$ cat src/rtl/mmio_uart_tx.sv
// mmio_uart_tx: memory-mapped UART transmitter with a small TX FIFO and programmable divisor.
//   clock    - system clock, all state on rising edge
//   reset    - synchronous active-high reset
//   IORead   - CPU I/O read strobe
//   IOWrite  - CPU I/O write strobe
//   io_addr  - offset in I/O page: 0x000 TXDATA (wo), 0x004 STATUS, 0x008 DIV
//   io_wdata - store data
//   io_rdata - load data, combinational, 0 when IORead=0
//   uart_tx  - registered serial line, idle high
module mmio_uart_tx #(
   parameter logic [15:0] BAUD_DIV   = 16'd10416,
   parameter int          FIFO_DEPTH = 4
) (
   input  logic        clock,
   input  logic        reset,
   input  logic        IORead,
   input  logic        IOWrite,
   input  logic [9:0]  io_addr,
   input  logic [31:0] io_wdata,
   output logic [31:0] io_rdata,
   output logic        uart_tx
);
   localparam int AW = $clog2(FIFO_DEPTH);
   localparam int CW = AW + 1;

   typedef enum logic [1:0] {IDLE, START, DATA, STOP} state_t;

   state_t          state_q, state_d;
   logic [7:0]      mem_q [FIFO_DEPTH];
   logic [AW-1:0]   wptr_q, wptr_d, rptr_q, rptr_d;
   logic [CW-1:0]   cnt_q, cnt_d;
   logic            ovf_q, ovf_d;
   logic [15:0]     div_q, div_d, cdiv_q, cdiv_d, baud_q, baud_d;
   logic [2:0]      bit_q, bit_d;
   logic [7:0]      sh_q, sh_d;
   logic            tx_q, tx_d;

   logic sel_tx, sel_st, sel_dv, full, empty, push, pop, bit_end;
   logic unused_hi;

   assign sel_tx    = io_addr == 10'h000;
   assign sel_st    = io_addr == 10'h004;
   assign sel_dv    = io_addr == 10'h008;
   // full is pre-edge occupancy, so a write while full is dropped even if a pop happens this edge
   assign full      = cnt_q == CW'(FIFO_DEPTH);
   assign empty     = cnt_q == '0;
   assign push      = IOWrite & sel_tx & ~full;
   assign pop       = (state_q == IDLE) & ~empty;
   assign bit_end   = baud_q == cdiv_q - 16'd1;
   assign unused_hi = ^io_wdata[31:16];
   assign uart_tx   = tx_q;

   assign io_rdata = !IORead ? 32'b0 :
                     sel_st  ? {28'b0, ovf_q, full, empty, state_q != IDLE} :
                     sel_dv  ? {16'b0, div_q} : 32'b0;

   always_comb begin
      state_d = state_q;
      sh_d    = sh_q;
      cdiv_d  = cdiv_q;
      bit_d   = bit_q;
      tx_d    = tx_q;
      ovf_d   = (IOWrite & sel_tx & full) | (ovf_q & ~(IOWrite & sel_st & io_wdata[3]));
      div_d   = !(IOWrite & sel_dv) ? div_q : (io_wdata[15:0] < 16'd2) ? 16'd2 : io_wdata[15:0];
      wptr_d  = push ? wptr_q + AW'(1) : wptr_q;
      rptr_d  = pop ? rptr_q + AW'(1) : rptr_q;
      cnt_d   = cnt_q + CW'(push) - CW'(pop);
      baud_d  = (state_q == IDLE || bit_end) ? 16'd0 : baud_q + 16'd1;
      case (state_q)
         IDLE: begin
            tx_d  = 1'b1;
            bit_d = 3'd0;
            if (pop) begin
               state_d = START;
               sh_d    = mem_q[rptr_q];
               cdiv_d  = div_q;
               tx_d    = 1'b0;
            end
         end
         START: begin
            if (bit_end) begin
               state_d = DATA;
               tx_d    = sh_q[0];
            end
         end
         DATA: begin
            if (bit_end) begin
               if (bit_q == 3'd7) begin
                  state_d = STOP;
                  tx_d    = 1'b1;
               end else begin
                  bit_d = bit_q + 3'd1;
                  sh_d  = sh_q >> 1;
                  tx_d  = sh_q[1];
               end
            end
         end
         STOP: begin
            if (bit_end) state_d = IDLE;
         end
         default: state_d = IDLE;
      endcase
   end

   always_ff @(posedge clock) begin
      if (reset) begin
         state_q <= IDLE;
         wptr_q  <= '0;
         rptr_q  <= '0;
         cnt_q   <= '0;
         ovf_q   <= 1'b0;
         div_q   <= BAUD_DIV;
         cdiv_q  <= BAUD_DIV;
         baud_q  <= 16'd0;
         bit_q   <= 3'd0;
         sh_q    <= 8'd0;
         tx_q    <= 1'b1;
      end else begin
         state_q <= state_d;
         wptr_q  <= wptr_d;
         rptr_q  <= rptr_d;
         cnt_q   <= cnt_d;
         ovf_q   <= ovf_d;
         div_q   <= div_d;
         cdiv_q  <= cdiv_d;
         baud_q  <= baud_d;
         bit_q   <= bit_d;
         sh_q    <= sh_d;
         tx_q    <= tx_d;
      end
   end

   always_ff @(posedge clock) begin
      if (push) mem_q[wptr_q] <= io_wdata[7:0];
   end
endmodule

$ cat config.mk
export PLATFORM = sky130hd
export DESIGN_NAME = mmio_uart_tx
export DESIGN_NICKNAME = d
export VERILOG_FILES = /design/src/rtl/mmio_uart_tx.sv
export SDC_FILE = /design/constraint.sdc
export NUM_CORES = 1
export LEC_CHECK = 0
export ABC_AREA = 0
export BUFFER_PORTS_ARGS = -buffer_cell sky130_fd_sc_hd__buf_2
export CAP_MARGIN = 10
export CORE_MARGIN = 2
export CORE_UTILIZATION = 53
export CTS_BUF_LIST = sky130_fd_sc_hd__clkbuf_4
export DETAILED_ROUTE_END_ITERATION = 6
export HOLD_SLACK_MARGIN = 0.05
export PLACE_DENSITY_LB_ADDON = 0.12
export SYNTH_ARGS = -nofsm -noshare
export SYNTH_HDL_FRONTEND = slang
export SYNTH_SLANG_ARGS = --single-unit
export TNS_END_PERCENT = 30
$ cat constraint.sdc
create_clock -name clock -period 2.58 [get_ports clock]
set_input_delay 0.129 -clock clock [delete_from_list [all_inputs] [get_ports clock]]
set_output_delay 0.129 -clock clock [all_outputs]
set_load 0.01 [all_outputs]
==> flow_summary_export.csv <==
group,metric,value,unit
floorplan,start_util,0.543,
global_route,grt_max_degree,37,
clock_network,clock_path_buffers,2,
synth,yosys_warnings,0,
placed_design,hpwlAfterDp,8550,um
global_route,top_usage_layer,"met2",
routing,wl_per_cell,15.5,um
routing,routed_wl,11900,um
pwr,p_sw_frac,0.359,
final_layout,final_common_cell,"nand2_1",
routing,vias,4165,
pwr,pwr-share-seq,0.444,
routing,drt-initial-drc-count,229,
placed_design,place.gp.congestion,0.865,
worst_setup_path,end_kind,"flop",
worst_setup_path,reg2reg_from,"cdiv_q[1]$_SDFFE_PP0P_",
worst_setup_path,critPathLaunch,"cdiv_q[1]$_SDFFE_PP0P_",
pwr,clkPwrFrac,0.176,
global_route,grt.total_usage,0.224,
synth,netlist_instances,536,
synth,synth.top_cell.area_share,0.273,
clock_network,clkLatencyLatePin,460,ps
routing,ant_nets,0,
sta,period_needed,2580,ps
synth,synth_flop_cell,"dfxtp_1",
global_route,grt_overflow,0,
synth,synthDistinctLibCells,63,
synth,syn-cell-area,5280,um^2
placed_design,placed_area,5840,um^2
sta,finalCritPeriodShare,1.00,
floorplan,die_y,104,um
floorplan,die_w,104,um
global_route,grtUsageMet2,0.359,
global_route,grt_use_met1,0.317,
sta,setup_ws,-0.969,ps
worst_setup_path,cp_max_fo,8,
clock_network,clk_root_buffer_cell,"clkbuf_4",
final_layout,layout_common_cells,"73 x nand2_1, 70 x dfxtp_1, 50 x nor2_1, 46 x buf_2, 40 x buf_4",
synth,ys_async_sr_fraction,0,
synth,ys_top_cells_by_area,"dfxtp_1 27%, edfxtp_1 18%, nand2_1 5.3%",
worst_setup_path,worst_setup_path_start_kind,"flop",
worst_setup_path,cp.arrival,2940,ps
routing,viasPerCell,5.43,
hold_path,holdCritStartpoint,"reset",
placed_design,port_buffers,46,
final_layout,antenna_cells,0,
flow_run,max-cap-violations,0,
sta,finalSetupViolations,1,
final_layout,drive_above_1_share,0.235,
synth,ys_ff_latch,104,
floorplan,io_pins,79,
sta,finalHoldViolCount,0,
global_route,grt_pass1_wl,19500,um
sta,worst_pin_slew,658,ps
sta,max_freq,0.387,GHz
global_route,grt_pass1_vias,3979,
pwr,netSwitchingPower,0.00161,W
floorplan,row_count,36,
sta,slew_headroom,0.560,
clock_network,cts_tree,"done",
synth,syn_avg_cell_area,9.85,um^2
routing,drc,0,
final_layout,area_growth,17.8,%
status,status,"finished, violations left",
global_route,grtUsageMet3,0.0289,
sta,whs,158,ps
sta,grt_setup_unrepaired,"yes",
pwr,vdd_drop_max,379,uV
final_layout,final_area,6220,um^2
pwr,p_leak,2.41,nW
worst_setup_path,critPathKind,"reg -> reg",
status,violations,"negative setup slack",
pwr,comb_power_share,0.379,
floorplan,core_area,9730,um^2
clock_network,h-tree-depth,3,
worst_setup_path,worstPathRequired,2940,ps
synth,synth_edf_count,32,
floorplan,dieArea,10800,um^2
global_route,antenna_found_initial,0,
final_layout,num-nets-final,690,
clock_network,cts.sinks,104,
clock_network,clkTransAtPathRegs,170,ps
pwr,cell_internal_pwr,0.00287,W
clock_network,cts_made_buffers,9,
synth,yosysTopAreaCell,"dfxtp_1",
hold_path,hold_class,"in -> reg",
pwr,p_per_area,719,nW/um^2
sta,slew_viol_final,0,
synth,ys_seq_area_frac,0.455,
sta,fin_skew,12.6,ps
routing,dr.pass1.iters,5,
## per-layer routing
metal | routed length (um) | share of wire | vias to the layer above
li1 | - | - | 2029
met1 | 5600 | 0.47 | 1986
met2 | 5560 | 0.47 | 138
met3 | 605 | 0.051 | 12
met4 | 132 | 0.011 | 0
met5 | 0 | 0 | -
## kinds of logic (layout without fill, tap and decap cells)
group	count (synthesis)	in the layout	synth area share
flip-flops	104	104	0.455
multiplexers	26	26	0.0749
AND/OR/NAND/NOR	242	242	0.240
other	1	16	0.000710
adder cells (fa/ha/maj)	15	15	0.0370
buffers and inverters	53	136	0.0533
XOR/XNOR	37	37	0.0614
AO/OA/AOI/OAI	58	58	0.0775
## worst max-delay path: stages (launching register included)
cell and delay, ps:
dfxtp_2 360, buf_4 140, or2_2 340, nor4_2 290, mux2i_1 170, a2111oi_4 410, nand4_2 170, a21o_4 310
mux2_4 300
## cells in the mapped netlist (all sizes together) (13+ instances only)
library cell,n
xnor2,22
ha,14
buf,28
dfxtp,72
a21oi,27
inv,13
xor2,15
nor2,51
nand3,14
and3,17
edfxtp,32
nand2,74
## area by class of cell
type / count / area, um^2
multi-input cells: 394 / 2730
inverters: 13 / 48.8
well taps: 133 / 166
repair buffers: 107 / 753
clock buffers: 9 / 67.6
clock inverters: 7 / 56.3
fillers: 831 / 3510
flip-flops and latches: 104 / 2400
## power by group through the flow
stage                     sequential (W)  clock, W  combinational (W)
final                            0.00199  0.000789            0.00170
after global routing             0.00202  0.000855            0.00186
after CTS                        0.00199  0.000791            0.00165
after detailed placement         0.00202         0            0.00159
after global placement           0.00202         0            0.00156
after floorplan                  0.00197         0            0.00120
## repair_timing
| item | in CTS | in global routing |
|---|---|---|
| gates resized for setup | 3 | 12 |
| pin swaps | 2 | 9 |
| endpoints found under the setup margin | 8 | 29 |
| hold buffers | 18 | 0 |
| hold endpoints to repair | 49 | 0 |
| buffers inserted | 2 | 1 |
## worst paths after layout
| kind | cells after the start | slack (ps) | to |
|---|---|---|---|
| max reg2reg | 8 | -1 | sh_q[2]$_SDFFE_PP0P_ |
| min | 2 | 160 | wptr_q[0]$_SDFFE_PP0P_ |
| min reg2reg | 2 | 480 | cdiv_q[6]$_SDFFE_PP0P_ |
| max | 8 | -1 | sh_q[2]$_SDFFE_PP0P_ |
## stage by stage
| step | total power (W) | setup slack [ps] | utilization | cells | setup TNS [ps] |
|---|---|---|---|---|---|
| detailed placement | 0.00362 | -130 | 0.600 | 730 | -962 |
| global route | 0.00473 | -78.5 | 0.640 | 767 | -675 |
| floorplan | 0.00318 | 10.9 | - | 551 | 0 |
| finish | 0.00447 | -0.969 | 0.640 | 767 | -0.969 |
| global placement | 0.00358 | -68.7 | 0.600 | 730 | -502 |
| CTS | 0.00443 | 14.3 | 0.635 | 766 | 0 |
## sequential cells by signal, summed over array words and instances, names as in the netlist, named ones only
name,cells
mem_q,32
cnt_q,3
cdiv_q,16
div_q,16
ovf_q,1
bit_q,3
wptr_q,2
rptr_q,2
baud_q,16
state_q,2
uart_tx,1
sh_q,8
No activity file was read; power rests on OpenSTA's default activity.
